==> config.mk <==
export PLATFORM = sky130hd
export DESIGN_NAME = hazard_ctrl_flat
export DESIGN_NICKNAME = d
export VERILOG_FILES = /design/src/rtl/pipe_pkg.sv /design/src/rtl/hazard_ctrl_if.sv /design/src/rtl/hazard_fwd_unit.sv /design/src/rtl/hazard_ctrl.sv /design/src/flat_wrapper.sv
export SDC_FILE = /design/constraint.sdc
export NUM_CORES = 1
export LEC_CHECK = 0
export ABC_AREA = 1
export ABC_CLOCK_PERIOD_IN_PS = 1820
export BUFFER_PORTS_ARGS = -buffer_cell sky130_fd_sc_hd__buf_2
export CORE_MARGIN = 3
export CORE_UTILIZATION = 51
export DETAILED_ROUTE_END_ITERATION = 10
export GPL_ROUTABILITY_DRIVEN = 1
export HOLD_SLACK_MARGIN = 0.05
export PLACE_DENSITY = 0.92
export SLEW_MARGIN = 20
export SYNTH_ARGS = -nofsm -noshare
export SYNTH_HDL_FRONTEND = slang
export SYNTH_SLANG_ARGS = --single-unit
==> constraint.sdc <==
create_clock -name clock -period 1.82 [get_ports clock]
set_input_delay 0.182 -clock clock [delete_from_list [all_inputs] [get_ports clock]]
set_output_delay 0.182 -clock clock [all_outputs]
set_load 0.05 [all_outputs]
==> src/rtl/pipe_pkg.sv <==
// Shared types and constants for the hazard controller: FSM states,
// forwarding select codes and the register-match helper.
package pipe_pkg;

  typedef enum logic {
    RUN   = 1'b0,
    STALL = 1'b1
  } state_t;

  localparam logic [1:0] FWD_RF  = 2'b00;
  localparam logic [1:0] FWD_MEM = 2'b10;
  localparam logic [1:0] FWD_WB  = 2'b01;

  localparam logic [4:0] REG_ZERO = 5'd0;

  // A producer supplies src only if it writes and its target is not $zero.
  function automatic logic writes_to(input logic we, input logic [4:0] dest,
                                     input logic [4:0] src);
    return we && (dest != REG_ZERO) && (dest == src);
  endfunction

endpackage

==> src/rtl/hazard_ctrl_if.sv <==
// Pipeline-side bundle of the hazard controller: register/control snoops
// from ID, EX, MEM, WB in; stall, flush, forward and event counters out.
interface hazard_ctrl_if #(
  parameter int CNT_W = 16
);
  logic [4:0]       id_rs;
  logic [4:0]       id_rt;
  logic             id_uses_rt;
  logic             ex_MemRead;
  logic             ex_RegWrite;
  logic [4:0]       ex_reg_dest;
  logic [4:0]       ex_rs;
  logic [4:0]       ex_rt;
  logic             mem_RegWrite;
  logic [4:0]       mem_reg_dest;
  logic             wb_RegWrite;
  logic [4:0]       wb_reg_dest;
  logic             branch_taken;
  logic             pc_write;
  logic             if_id_write;
  logic             id_ex_bubble;
  logic             if_id_flush;
  logic             id_ex_flush;
  logic             ex_mem_flush;
  logic [1:0]       fwd_a;
  logic [1:0]       fwd_b;
  logic [CNT_W-1:0] stall_events;
  logic [CNT_W-1:0] flush_events;

  modport master (
    output id_rs, id_rt, id_uses_rt, ex_MemRead, ex_RegWrite, ex_reg_dest,
           ex_rs, ex_rt, mem_RegWrite, mem_reg_dest, wb_RegWrite, wb_reg_dest,
           branch_taken,
    input  pc_write, if_id_write, id_ex_bubble, if_id_flush, id_ex_flush,
           ex_mem_flush, fwd_a, fwd_b, stall_events, flush_events
  );

  modport slave (
    input  id_rs, id_rt, id_uses_rt, ex_MemRead, ex_RegWrite, ex_reg_dest,
           ex_rs, ex_rt, mem_RegWrite, mem_reg_dest, wb_RegWrite, wb_reg_dest,
           branch_taken,
    output pc_write, if_id_write, id_ex_bubble, if_id_flush, id_ex_flush,
           ex_mem_flush, fwd_a, fwd_b, stall_events, flush_events
  );
endinterface

==> src/rtl/hazard_fwd_unit.sv <==
// Operand forwarding select for one EX source register; the younger
// EX/MEM producer takes priority over MEM/WB.
module hazard_fwd_unit
  import pipe_pkg::*;
(
  input  logic [4:0] src,
  input  logic       mem_we,
  input  logic [4:0] mem_dest,
  input  logic       wb_we,
  input  logic [4:0] wb_dest,
  output logic [1:0] sel
);

  always_comb begin
    sel = FWD_RF;
    if (writes_to(mem_we, mem_dest, src)) begin
      sel = FWD_MEM;
    end else if (writes_to(wb_we, wb_dest, src)) begin
      sel = FWD_WB;
    end
  end

endmodule

==> src/rtl/hazard_ctrl.sv <==
// Load-use / RAW stall FSM, branch flush and saturating event counters.
// Define HAZARD_FORWARD_EN to enable forwarding and the load-use-only stall rule.
module hazard_ctrl
  import pipe_pkg::*;
#(
  parameter int CNT_W = 16
) (
  input  logic        clock,
  input  logic        reset,
  hazard_ctrl_if.slave hz
);

  state_t           state, state_nxt;
  logic [1:0]       cnt, cnt_nxt;
  logic [1:0]       need;
  logic             ex_hit;
  logic             stall;
  logic [1:0]       sel_a, sel_b;
  logic [CNT_W-1:0] stall_q, flush_q;

  assign ex_hit = writes_to(hz.ex_RegWrite, hz.ex_reg_dest, hz.id_rs) ||
                  (hz.id_uses_rt && writes_to(hz.ex_RegWrite, hz.ex_reg_dest, hz.id_rt));

`ifdef HAZARD_FORWARD_EN
  // Only a load in EX cannot be forwarded in time: one bubble covers it.
  assign need = (hz.ex_MemRead && ex_hit) ? 2'd1 : 2'd0;

  hazard_fwd_unit u_fwd_a (
    .src     (hz.ex_rs),
    .mem_we  (hz.mem_RegWrite),
    .mem_dest(hz.mem_reg_dest),
    .wb_we   (hz.wb_RegWrite),
    .wb_dest (hz.wb_reg_dest),
    .sel     (sel_a)
  );

  hazard_fwd_unit u_fwd_b (
    .src     (hz.ex_rt),
    .mem_we  (hz.mem_RegWrite),
    .mem_dest(hz.mem_reg_dest),
    .wb_we   (hz.wb_RegWrite),
    .wb_dest (hz.wb_reg_dest),
    .sel     (sel_b)
  );
`else
  logic mem_hit;

  // Write-before-read register file means a WB producer never needs a stall.
  assign mem_hit = writes_to(hz.mem_RegWrite, hz.mem_reg_dest, hz.id_rs) ||
                   (hz.id_uses_rt && writes_to(hz.mem_RegWrite, hz.mem_reg_dest, hz.id_rt));
  assign need  = ex_hit ? 2'd2 : (mem_hit ? 2'd1 : 2'd0);
  assign sel_a = FWD_RF;
  assign sel_b = FWD_RF;
`endif

  always_ff @(posedge clock or posedge reset) begin
    if (reset) begin
      state <= RUN;
      cnt   <= 2'd0;
    end else begin
      state <= state_nxt;
      cnt   <= cnt_nxt;
    end
  end

  always_comb begin
    state_nxt = state;
    cnt_nxt   = cnt;
    if (hz.branch_taken) begin
      state_nxt = RUN;
      cnt_nxt   = 2'd0;
    end else if (state == STALL) begin
      cnt_nxt   = (cnt == 2'd0) ? 2'd0 : cnt - 2'd1;
      state_nxt = (cnt <= 2'd1) ? RUN : STALL;
    end else if (need >= 2'd2) begin
      state_nxt = STALL;
      cnt_nxt   = need - 2'd1;
    end
  end

  assign stall = !hz.branch_taken && ((state == STALL) || (need != 2'd0));

  always_comb begin
    hz.pc_write     = 1'b1;
    hz.if_id_write  = 1'b1;
    hz.id_ex_bubble = 1'b0;
    hz.if_id_flush  = 1'b0;
    hz.id_ex_flush  = 1'b0;
    hz.ex_mem_flush = 1'b0;
    hz.fwd_a        = sel_a;
    hz.fwd_b        = sel_b;
    if (reset) begin
      hz.pc_write     = 1'b0;
      hz.if_id_write  = 1'b0;
      hz.id_ex_bubble = 1'b1;
      hz.fwd_a        = FWD_RF;
      hz.fwd_b        = FWD_RF;
    end else if (hz.branch_taken) begin
      hz.if_id_flush  = 1'b1;
      hz.id_ex_flush  = 1'b1;
      hz.ex_mem_flush = 1'b1;
    end else if (stall) begin
      hz.pc_write     = 1'b0;
      hz.if_id_write  = 1'b0;
      hz.id_ex_bubble = 1'b1;
    end
  end

  // Event counters stick at all-ones instead of wrapping.
  always_ff @(posedge clock or posedge reset) begin
    if (reset) begin
      stall_q <= '0;
      flush_q <= '0;
    end else begin
      if (stall && (stall_q != '1)) begin
        stall_q <= stall_q + CNT_W'(1);
      end
      if (hz.branch_taken && (flush_q != '1)) begin
        flush_q <= flush_q + CNT_W'(1);
      end
    end
  end

  assign hz.stall_events = stall_q;
  assign hz.flush_events = flush_q;

endmodule

==> src/flat_wrapper.sv <==
// flat-port wrapper written by rule: the top's interface ports become plain ports
module hazard_ctrl_flat import pipe_pkg::*;
#(
  parameter int CNT_W = 16
)
  (clock, reset, hz_id_rs, hz_id_rt, hz_id_uses_rt, hz_ex_MemRead, hz_ex_RegWrite, hz_ex_reg_dest, hz_ex_rs, hz_ex_rt, hz_mem_RegWrite, hz_mem_reg_dest, hz_wb_RegWrite, hz_wb_reg_dest, hz_branch_taken, hz_pc_write, hz_if_id_write, hz_id_ex_bubble, hz_if_id_flush, hz_id_ex_flush, hz_ex_mem_flush, hz_fwd_a, hz_fwd_b, hz_stall_events, hz_flush_events);
  hazard_ctrl_if #(.CNT_W(CNT_W)) hz_i ();
  input  logic clock;
  input  logic reset;
  input wire logic [$bits(hz_i.id_rs)-1:0] hz_id_rs;
  input wire logic [$bits(hz_i.id_rt)-1:0] hz_id_rt;
  input wire logic [$bits(hz_i.id_uses_rt)-1:0] hz_id_uses_rt;
  input wire logic [$bits(hz_i.ex_MemRead)-1:0] hz_ex_MemRead;
  input wire logic [$bits(hz_i.ex_RegWrite)-1:0] hz_ex_RegWrite;
  input wire logic [$bits(hz_i.ex_reg_dest)-1:0] hz_ex_reg_dest;
  input wire logic [$bits(hz_i.ex_rs)-1:0] hz_ex_rs;
  input wire logic [$bits(hz_i.ex_rt)-1:0] hz_ex_rt;
  input wire logic [$bits(hz_i.mem_RegWrite)-1:0] hz_mem_RegWrite;
  input wire logic [$bits(hz_i.mem_reg_dest)-1:0] hz_mem_reg_dest;
  input wire logic [$bits(hz_i.wb_RegWrite)-1:0] hz_wb_RegWrite;
  input wire logic [$bits(hz_i.wb_reg_dest)-1:0] hz_wb_reg_dest;
  input wire logic [$bits(hz_i.branch_taken)-1:0] hz_branch_taken;
  output wire logic [$bits(hz_i.pc_write)-1:0] hz_pc_write;
  output wire logic [$bits(hz_i.if_id_write)-1:0] hz_if_id_write;
  output wire logic [$bits(hz_i.id_ex_bubble)-1:0] hz_id_ex_bubble;
  output wire logic [$bits(hz_i.if_id_flush)-1:0] hz_if_id_flush;
  output wire logic [$bits(hz_i.id_ex_flush)-1:0] hz_id_ex_flush;
  output wire logic [$bits(hz_i.ex_mem_flush)-1:0] hz_ex_mem_flush;
  output wire logic [$bits(hz_i.fwd_a)-1:0] hz_fwd_a;
  output wire logic [$bits(hz_i.fwd_b)-1:0] hz_fwd_b;
  output wire logic [$bits(hz_i.stall_events)-1:0] hz_stall_events;
  output wire logic [$bits(hz_i.flush_events)-1:0] hz_flush_events;
  assign hz_i.id_rs = hz_id_rs;
  assign hz_i.id_rt = hz_id_rt;
  assign hz_i.id_uses_rt = hz_id_uses_rt;
  assign hz_i.ex_MemRead = hz_ex_MemRead;
  assign hz_i.ex_RegWrite = hz_ex_RegWrite;
  assign hz_i.ex_reg_dest = hz_ex_reg_dest;
  assign hz_i.ex_rs = hz_ex_rs;
  assign hz_i.ex_rt = hz_ex_rt;
  assign hz_i.mem_RegWrite = hz_mem_RegWrite;
  assign hz_i.mem_reg_dest = hz_mem_reg_dest;
  assign hz_i.wb_RegWrite = hz_wb_RegWrite;
  assign hz_i.wb_reg_dest = hz_wb_reg_dest;
  assign hz_i.branch_taken = hz_branch_taken;
  assign hz_pc_write = hz_i.pc_write;
  assign hz_if_id_write = hz_i.if_id_write;
  assign hz_id_ex_bubble = hz_i.id_ex_bubble;
  assign hz_if_id_flush = hz_i.if_id_flush;
  assign hz_id_ex_flush = hz_i.id_ex_flush;
  assign hz_ex_mem_flush = hz_i.ex_mem_flush;
  assign hz_fwd_a = hz_i.fwd_a;
  assign hz_fwd_b = hz_i.fwd_b;
  assign hz_stall_events = hz_i.stall_events;
  assign hz_flush_events = hz_i.flush_events;
  hazard_ctrl #(.CNT_W(CNT_W)) u_core (.clock(clock), .reset(reset), .hz(hz_i));
endmodule
==> results of run 1 <==
-- cell families after synthesis --
group / Yosys count
AOI/OAI and AO/OA: 12
adders and majority gates: 2
and+or+nand+nor: 210
buffers and inverters: 59
DFF: 35
other: 1
xor gates and xnor gates: 32
-- registers in the layout (all words and copies together) (netlist names) --
name                    count
u_core.hz.flush_events     16
u_core.state                1
u_core.cnt                  2
u_core.hz.stall_events     16
-- area by class of cell --
class	instances	area, sq um	area share (%)
Clock buffer	6	82.6	2.76
Clock inverter	2	35.0	1.17
Inverter	46	173	5.77
Multi-Input combinational cell	260	1360	45.4
Sequential cell	35	886	29.6
Tap cell	52	65.1	2.17
Timing Repair Buffer	73	393	13.1
-- critical path, delay by kind of cell (launching register included) --
family	cells	cell delay (ns)
XOR/XNOR	1	0.15
adder cells (fa/ha/maj)	1	0.24
buffers and inverters	1	0.11
flip-flops	1	0.44
AND/OR/NAND/NOR	5	0.62
-- worst max-delay path by stage --
stage	start	endpoint	slack, ns
CTS	u_core.hz.flush_events[0]	u_core.hz.flush_events[6]	0.09
global route	u_core.hz.flush_events[1]	u_core.hz.flush_events[5]	-0.009
floorplan	u_core.hz.flush_events[1]	u_core.hz.flush_events[13]	0.002
detailed placement	u_core.hz.flush_events[0]	u_core.hz.flush_events[6]	0.10
global placement	u_core.hz.flush_events[0]	u_core.hz.flush_events[8]	0.20
finish	u_core.hz.flush_events[0]	u_core.hz.flush_events[6]	0.15
-- synth_stat cells, drive strengths merged --
cell type    n
nand4       25
nand3       17
inv         46
ha           2
nand2      126
dfrtp       35
a21oi        3
clkbuf       1
nor2        30
o21ai        9
nor4         3
xnor2        9
buf         12
nor3         9
conb         1
xor2        23
-- per-stage QoR --
stage               hold WS, ns  cell area [sq um]
finish                    0.122               2990
global route              0.130               2990
CTS                       0.104               2990
detailed placement        0.346               2860
global placement          0.337               2860
floorplan                 0.253               2500
-- layer usage --
layer	GRT usage (%)	vias up
met4	8.74	0
met1	24.7	1131
met3	4.49	10
met2	37.5	79
met5	0	-
li1	-	1234
-- power by group through the flow --
stage / Combinational (mW) / Clock (mW) / Sequential, mW
2_1_floorplan: 0.401 / 0 / 1.44
6_report: 1.02 / 0.733 / 1.07
3_5_place_dp: 1.02 / 0 / 1.08
4_1_cts: 1.03 / 0.741 / 1.07
3_3_place_gp: 0.998 / 0 / 1.07
5_1_grt: 1.11 / 0.775 / 1.10
-- timing repair --
item,4_1_cts,5_1_grt
endpoints found under the hold margin,35,0
resized for setup,0,1
hold buffers,1,0
endpoints found under the setup margin,0,8
==> out/qor.csv, run 1 <==
stage,metric,value,unit
placed_design,place_ws,0.102,ns
placed_design,dp_cells,465,
yosys,synthSimpleGateAreaFrac,38.7,%
detailed_routing,top_layer,met4,
detailed_routing,wl_met3,286,um
timing,max_freq,598,MHz
placed_design,dp_hpwl,4390,um
pwr,ir_drop,447,uV
worst_setup_path,critPathMaxStageDelay,0.44,ns
pwr,clockPowerShare,25.9,%
global_routing,grt_first_pass_wirelength,9500,um
yosys,synthAdderAreaFrac,1.02,%
layout,fill_cells,369,
worst_setup_path,cp.required,2.00,ns
worst_setup_path,worstReg2RegStart,u_core.hz.flush_events[0],
pwr,leakage,1.70,nW
timing,min_period,1.67,ns
worst_setup_path,r2r_slack,0.15,ns
detailed_routing,first_iter_violations,168,
layout,antennaDiodeCount,0,
global_routing,grt-ovfl-total,0,
worst_setup_path,cp_slowest_cell,dfrtp_2,
min_path,whs_endpoint,u_core.state,
worst_setup_path,worstPathArrival,1.85,ns
clocking,numClockSinks,35,
detailed_routing,wire_per_inst,12.5,um
floorplan,initial_core_util,54.6,%
yosys,syn-instance-count,351,
min_path,holdCritPathClass,in -> reg,
clocking,numCtsBuffers,5,
run_status,outcome,completed,
clocking,root_buffer,clkbuf_8,
global_routing,grt_max_degree,36,
detailed_routing,drtAntennaViolNets,0,
global_routing,antenna_found_initial,0,
yosys,synth_cell_types,25,
yosys,yosysWarnings,0,
pwr,power_density,946,nW/um^2
yosys,synth_xor_area_share,11.4,%
timing,drv_slew,0,
timing,finalSetupViolCount,0,
floorplan,die_h,75.4,um
timing,hold_viol,0,
detailed_routing,dr_wl_met2,3020,um
detailed_routing,routed_wl,5920,um
worst_setup_path,crit_path_max_fanout,8,
layout,final_common_cell,nand2_1,
floorplan,coreArea,4500,sq um
yosys,seq_area_frac_synth,35.6,%
yosys,syn_area,2460,sq um
timing,fin_skew,0.00622,ns
worst_setup_path,timing.rr.end,u_core.hz.flush_events[6],
yosys,synth_top_family_by_area,simple AND/OR/NAND/NOR gates,
timing,fin_crit_sh,91.9,%
layout,instances_no_fill,474,
yosys,syn_area_per_cell,7.00,sq um
detailed_routing,route.detailed.drc,0,
flow_run,drv_cap,0,
worst_setup_path,cp-start-kind,register,
detailed_routing,num_vias,2454,
global_routing,grtUsageTotal,21.2,%
yosys,yosys_register_bits,35,
floorplan,rows,24,
clocking,cts_tree,yes,
placed_design,port-buffer-count,63,
pwr,power.internal,1.61,mW
layout,drive_gt1_share,23.5,%
yosys,synth_top_area_share,35.6,%
layout,area_growth,21.7,%
global_routing,grt_pass1_vias,2331,
pwr,p_comb_share,36.2,%
worst_setup_path,crit_type,reg -> reg,
pwr,swShare,43.1,%
pwr,p_total,2.83,mW
timing,tns,0,ns
clocking,h-tree-depth,2,
layout,layout_common_cells,"nand2_1, buf_2, inv_1",
detailed_routing,drt_first_pass_iters,4,
min_path,holdPathStages,2,
layout,final_util,66.4,%
detailed_routing,post_drt_via_cell_ratio,5.18,
floorplan,die_area,5690,sq um
yosys,synth_area_leader_cell,dfrtp_1,
clocking,cts_setup_buffers,0,
yosys,synth_mux_area_share,0,%
clocking,clock_path_buffers,2,
min_path,hold_start,hz_branch_taken,
clocking,clk_latency,0.29,ns
detailed_routing,wl_met1,2520,um
worst_setup_path,crit_chain,ha_1 > inv_1 > nor3_1 > nand4_1 > nand2_2 > nor2_1 > nand2_1 > xor2_1,
clocking,clk_pin_slew,0.08,ns
floorplan,io-pin-count,85,
yosys,synth.area.top_cells,"dfrtp_1, nand2_1, xor2_1",
timing,setup_slack,0.148,ns
layout,nNetsFinal,466,
worst_setup_path,end_kind,register,
floorplan,fp.dieW,75.4,um
pwr,pwr-share-seq,37.9,%
placed_design,gp_congestion,0.938,
worst_setup_path,worstRegToRegCells,8,
pwr,p_sw,1.22,mW
yosys,synth_compound_area_share,2.44,%
No activity file was read; power rests on OpenSTA's default activity.
==> run 2: changes to the inputs <==
--- a/config.mk
+++ b/config.mk
@@ -9,11 +9,11 @@
 export ABC_CLOCK_PERIOD_IN_PS = 1820
 export BUFFER_PORTS_ARGS = -buffer_cell sky130_fd_sc_hd__buf_2
 export CORE_MARGIN = 3
-export CORE_UTILIZATION = 51
+export CORE_UTILIZATION = 26
 export DETAILED_ROUTE_END_ITERATION = 10
 export GPL_ROUTABILITY_DRIVEN = 1
 export HOLD_SLACK_MARGIN = 0.05
-export PLACE_DENSITY = 0.92
+export PLACE_DENSITY = 0.58
 export SLEW_MARGIN = 20
 export SYNTH_ARGS = -nofsm -noshare
 export SYNTH_HDL_FRONTEND = slang
==> out/qor.csv, run 2 (synthesis gave the netlist of run 1 again) <==
stage,metric,value,unit,change
pwr,power.internal,1.56,mW,-3.1%
worst_setup_path,worstRegToRegCells,9,,+1
worst_setup_path,endpoint,u_core.hz.stall_events[8],,
timing,fin_crit_sh,89.3,%,-2.6 points
pwr,p_sw,1.22,mW,about the same
timing,tns,0,ns,unchanged
detailed_routing,wire_per_inst,11.2,um,-10%
clocking,clk_pin_slew,0.08,ns,about the same
pwr,p_total,2.78,mW,-1.8%
floorplan,die_h,103,um,+37%
layout,fill_cells,969,,+160%
global_routing,grtUsageTotal,11.8,%,-9.4 points
floorplan,initial_core_util,27.5,%,-27 points
detailed_routing,post_drt_via_cell_ratio,4.47,,-14%
pwr,p_comb_share,39.8,%,+3.6 points
floorplan,fp.dieW,103,um,+37%
global_routing,grt_first_pass_wirelength,10400,um,+9.6%
detailed_routing,num_vias,2394,,-2.4%
pwr,power_density,902,nW/um^2,-4.6%
placed_design,dpl-instance-area,2970,sq um,+3.8%
global_routing,grt-ovfl-total,0,,unchanged
layout,area_growth,25.3,%,
flow_run,drv_cap,0,,unchanged
placed_design,place_ws,0.198,ns,+0.0957 ns
timing,setup_slack,0.194,ns,+0.0464 ns
floorplan,io-pin-count,85,,unchanged
run_status,outcome,completed,,
pwr,leakage,1.72,nW,+0.93%
clocking,clk_latency,0.28,ns,about the same
timing,finalSetupViolCount,0,,unchanged
worst_setup_path,crit_type,reg -> reg,,
worst_setup_path,timing.rr.end,u_core.hz.stall_events[8],,
placed_design,port-buffer-count,63,,unchanged
worst_setup_path,end_kind,register,,
timing,drv_slew,0,,unchanged
global_routing,grt_max_degree,36,,unchanged
layout,drive_gt1_share,24.1,%,+0.66 points
clocking,h-tree-depth,2,,unchanged
clocking,cts_tree,yes,,
clocking,numCtsBuffers,5,,unchanged
layout,final_common_cell,nand2_1,,
worst_setup_path,worstReg2RegStart,u_core.hz.stall_events[1],,
pwr,clockPowerShare,22.7,%,-3.2 points
clocking,clock_path_buffers,2,,unchanged
worst_setup_path,cp.required,1.98,ns,-0.02 ns
detailed_routing,drt_first_pass_iters,4,,unchanged
clocking,cts_setup_buffers,0,,unchanged
global_routing,grt_pass1_vias,2303,,-1.2%
worst_setup_path,r2r_slack,0.19,ns,+0.05 ns
floorplan,coreArea,8930,sq um,+98%
detailed_routing,route.detailed.drc,0,,unchanged
layout,antennaDiodeCount,0,,unchanged
detailed_routing,routed_wl,6000,um,+1.3%
timing,min_period,1.63,ns,-0.0464 ns
clocking,root_buffer,clkbuf_8,,
timing,fin_skew,0.00996,ns,+0.00375 ns
clocking,numClockSinks,35,,unchanged
pwr,swShare,43.9,%,+0.78 points
floorplan,rows,34,,+42%
timing,hold_viol,0,,unchanged
worst_setup_path,cp-start-kind,register,,
pwr,ir_drop,388,uV,-13%
placed_design,gp_congestion,0.841,,-10%
layout,nNetsFinal,471,,+1.1%
worst_setup_path,worstPathArrival,1.79,ns,-0.06 ns
detailed_routing,first_iter_violations,91,,-46%
layout,layout_common_cells,"nand2_1, buf_2, inv_1",,
floorplan,die_area,10700,sq um,+87%
layout,fin_area,3080,sq um,+3.0%
timing,rsz0062_at_grt,no,,
placed_design,dp_hpwl,4770,um,+8.5%
min_path,holdCritPathClass,in -> reg,,
global_routing,antenna_found_initial,0,,unchanged
detailed_routing,drtAntennaViolNets,0,,unchanged
worst_setup_path,crit_path_max_fanout,9,,+1
pwr,pwr-share-seq,37.5,%,-0.4 points
worst_setup_path,timing.critical_path.from,u_core.hz.stall_events[1],,
timing,max_freq,615,MHz,+2.9%
[run 2: changes by cell type in the layout (fill, tap and decap cells not counted)]
| cell | before | now |
|---|---|---|
| bufinv_16 | 1 | 0 |
| clkbuf_1 | 0 | 1 |
| clkinv_2 | 1 | 0 |
| clkbuf_8 | 6 | 7 |
| buf_4 | 9 | 14 |
[run 2: worst min path at each step]
stage / endpoint / cells past startpoint / start
detailed placement: u_core.hz.stall_events[14] / 3 / reset
global placement: u_core.hz.stall_events[14] / 3 / reset
CTS: u_core.state / 2 / hz_branch_taken
finish: u_core.state / 2 / hz_branch_taken
global route: u_core.state / 2 / hz_branch_taken
floorplan: u_core.state / 1 / hz_branch_taken
[run 2: per-stage QoR]
stage	hold WS [ns]	std cells	utilization, %
floorplan	0.253	354	-
global placement	0.350	526	33.2
detailed placement	0.357	526	33.2
CTS	0.116	535	34.5
global route	0.140	535	34.5
finish	0.129	535	34.5
[run 2: worst max-delay path, cell delays in order (launching register included)]
cell and delay [ns]:
dfrtp_2 0.43, ha_4 0.15, nand3_2 0.11, nor2_4 0.15, nand2_4 0.08, nor2_4 0.12
nand4_4 0.11, buf_4 0.20, nand4_1 0.09, nand2_1 0.06
[run 2: power groups by stage]
stage                     combinational, mW  sequential (mW)  clock (mW)
after floorplan                       0.401             1.44           0
after global placement                 1.10             1.05           0
after detailed placement               1.11             1.06           0
final                                  1.11             1.04       0.630
after global routing                   1.21             1.06       0.684
after CTS                              1.12             1.04       0.658
[run 2: timing repair]
| item | CTS | global route |
|---|---|---|
| endpoints found under the setup margin | 0 | 2 |
| hold buffers | 1 | 0 |
| gates resized for setup | 0 | 1 |
| endpoints found under the hold margin | 18 | 0 |
[run 2: cell type report]
| cell class | count | area (sq um) | area share [%] |
|---|---|---|---|
| Clock buffer | 8 | 100 | 3.25 |
| Inverter | 46 | 173 | 5.60 |
| Multi-Input combinational cell | 260 | 1360 | 44.1 |
| Sequential cell | 35 | 886 | 28.7 |
| Tap cell | 108 | 135 | 4.38 |
| Timing Repair Buffer | 78 | 430 | 14.0 |
[run 2: per-layer routing]
metal  up-vias  wire, um  track usage (%)
met5         -         0                0
met4         0        38             3.19
met3         2       217             1.41
met2        55      2720             19.2
met1      1089      3020             16.6
li1       1248         -                -
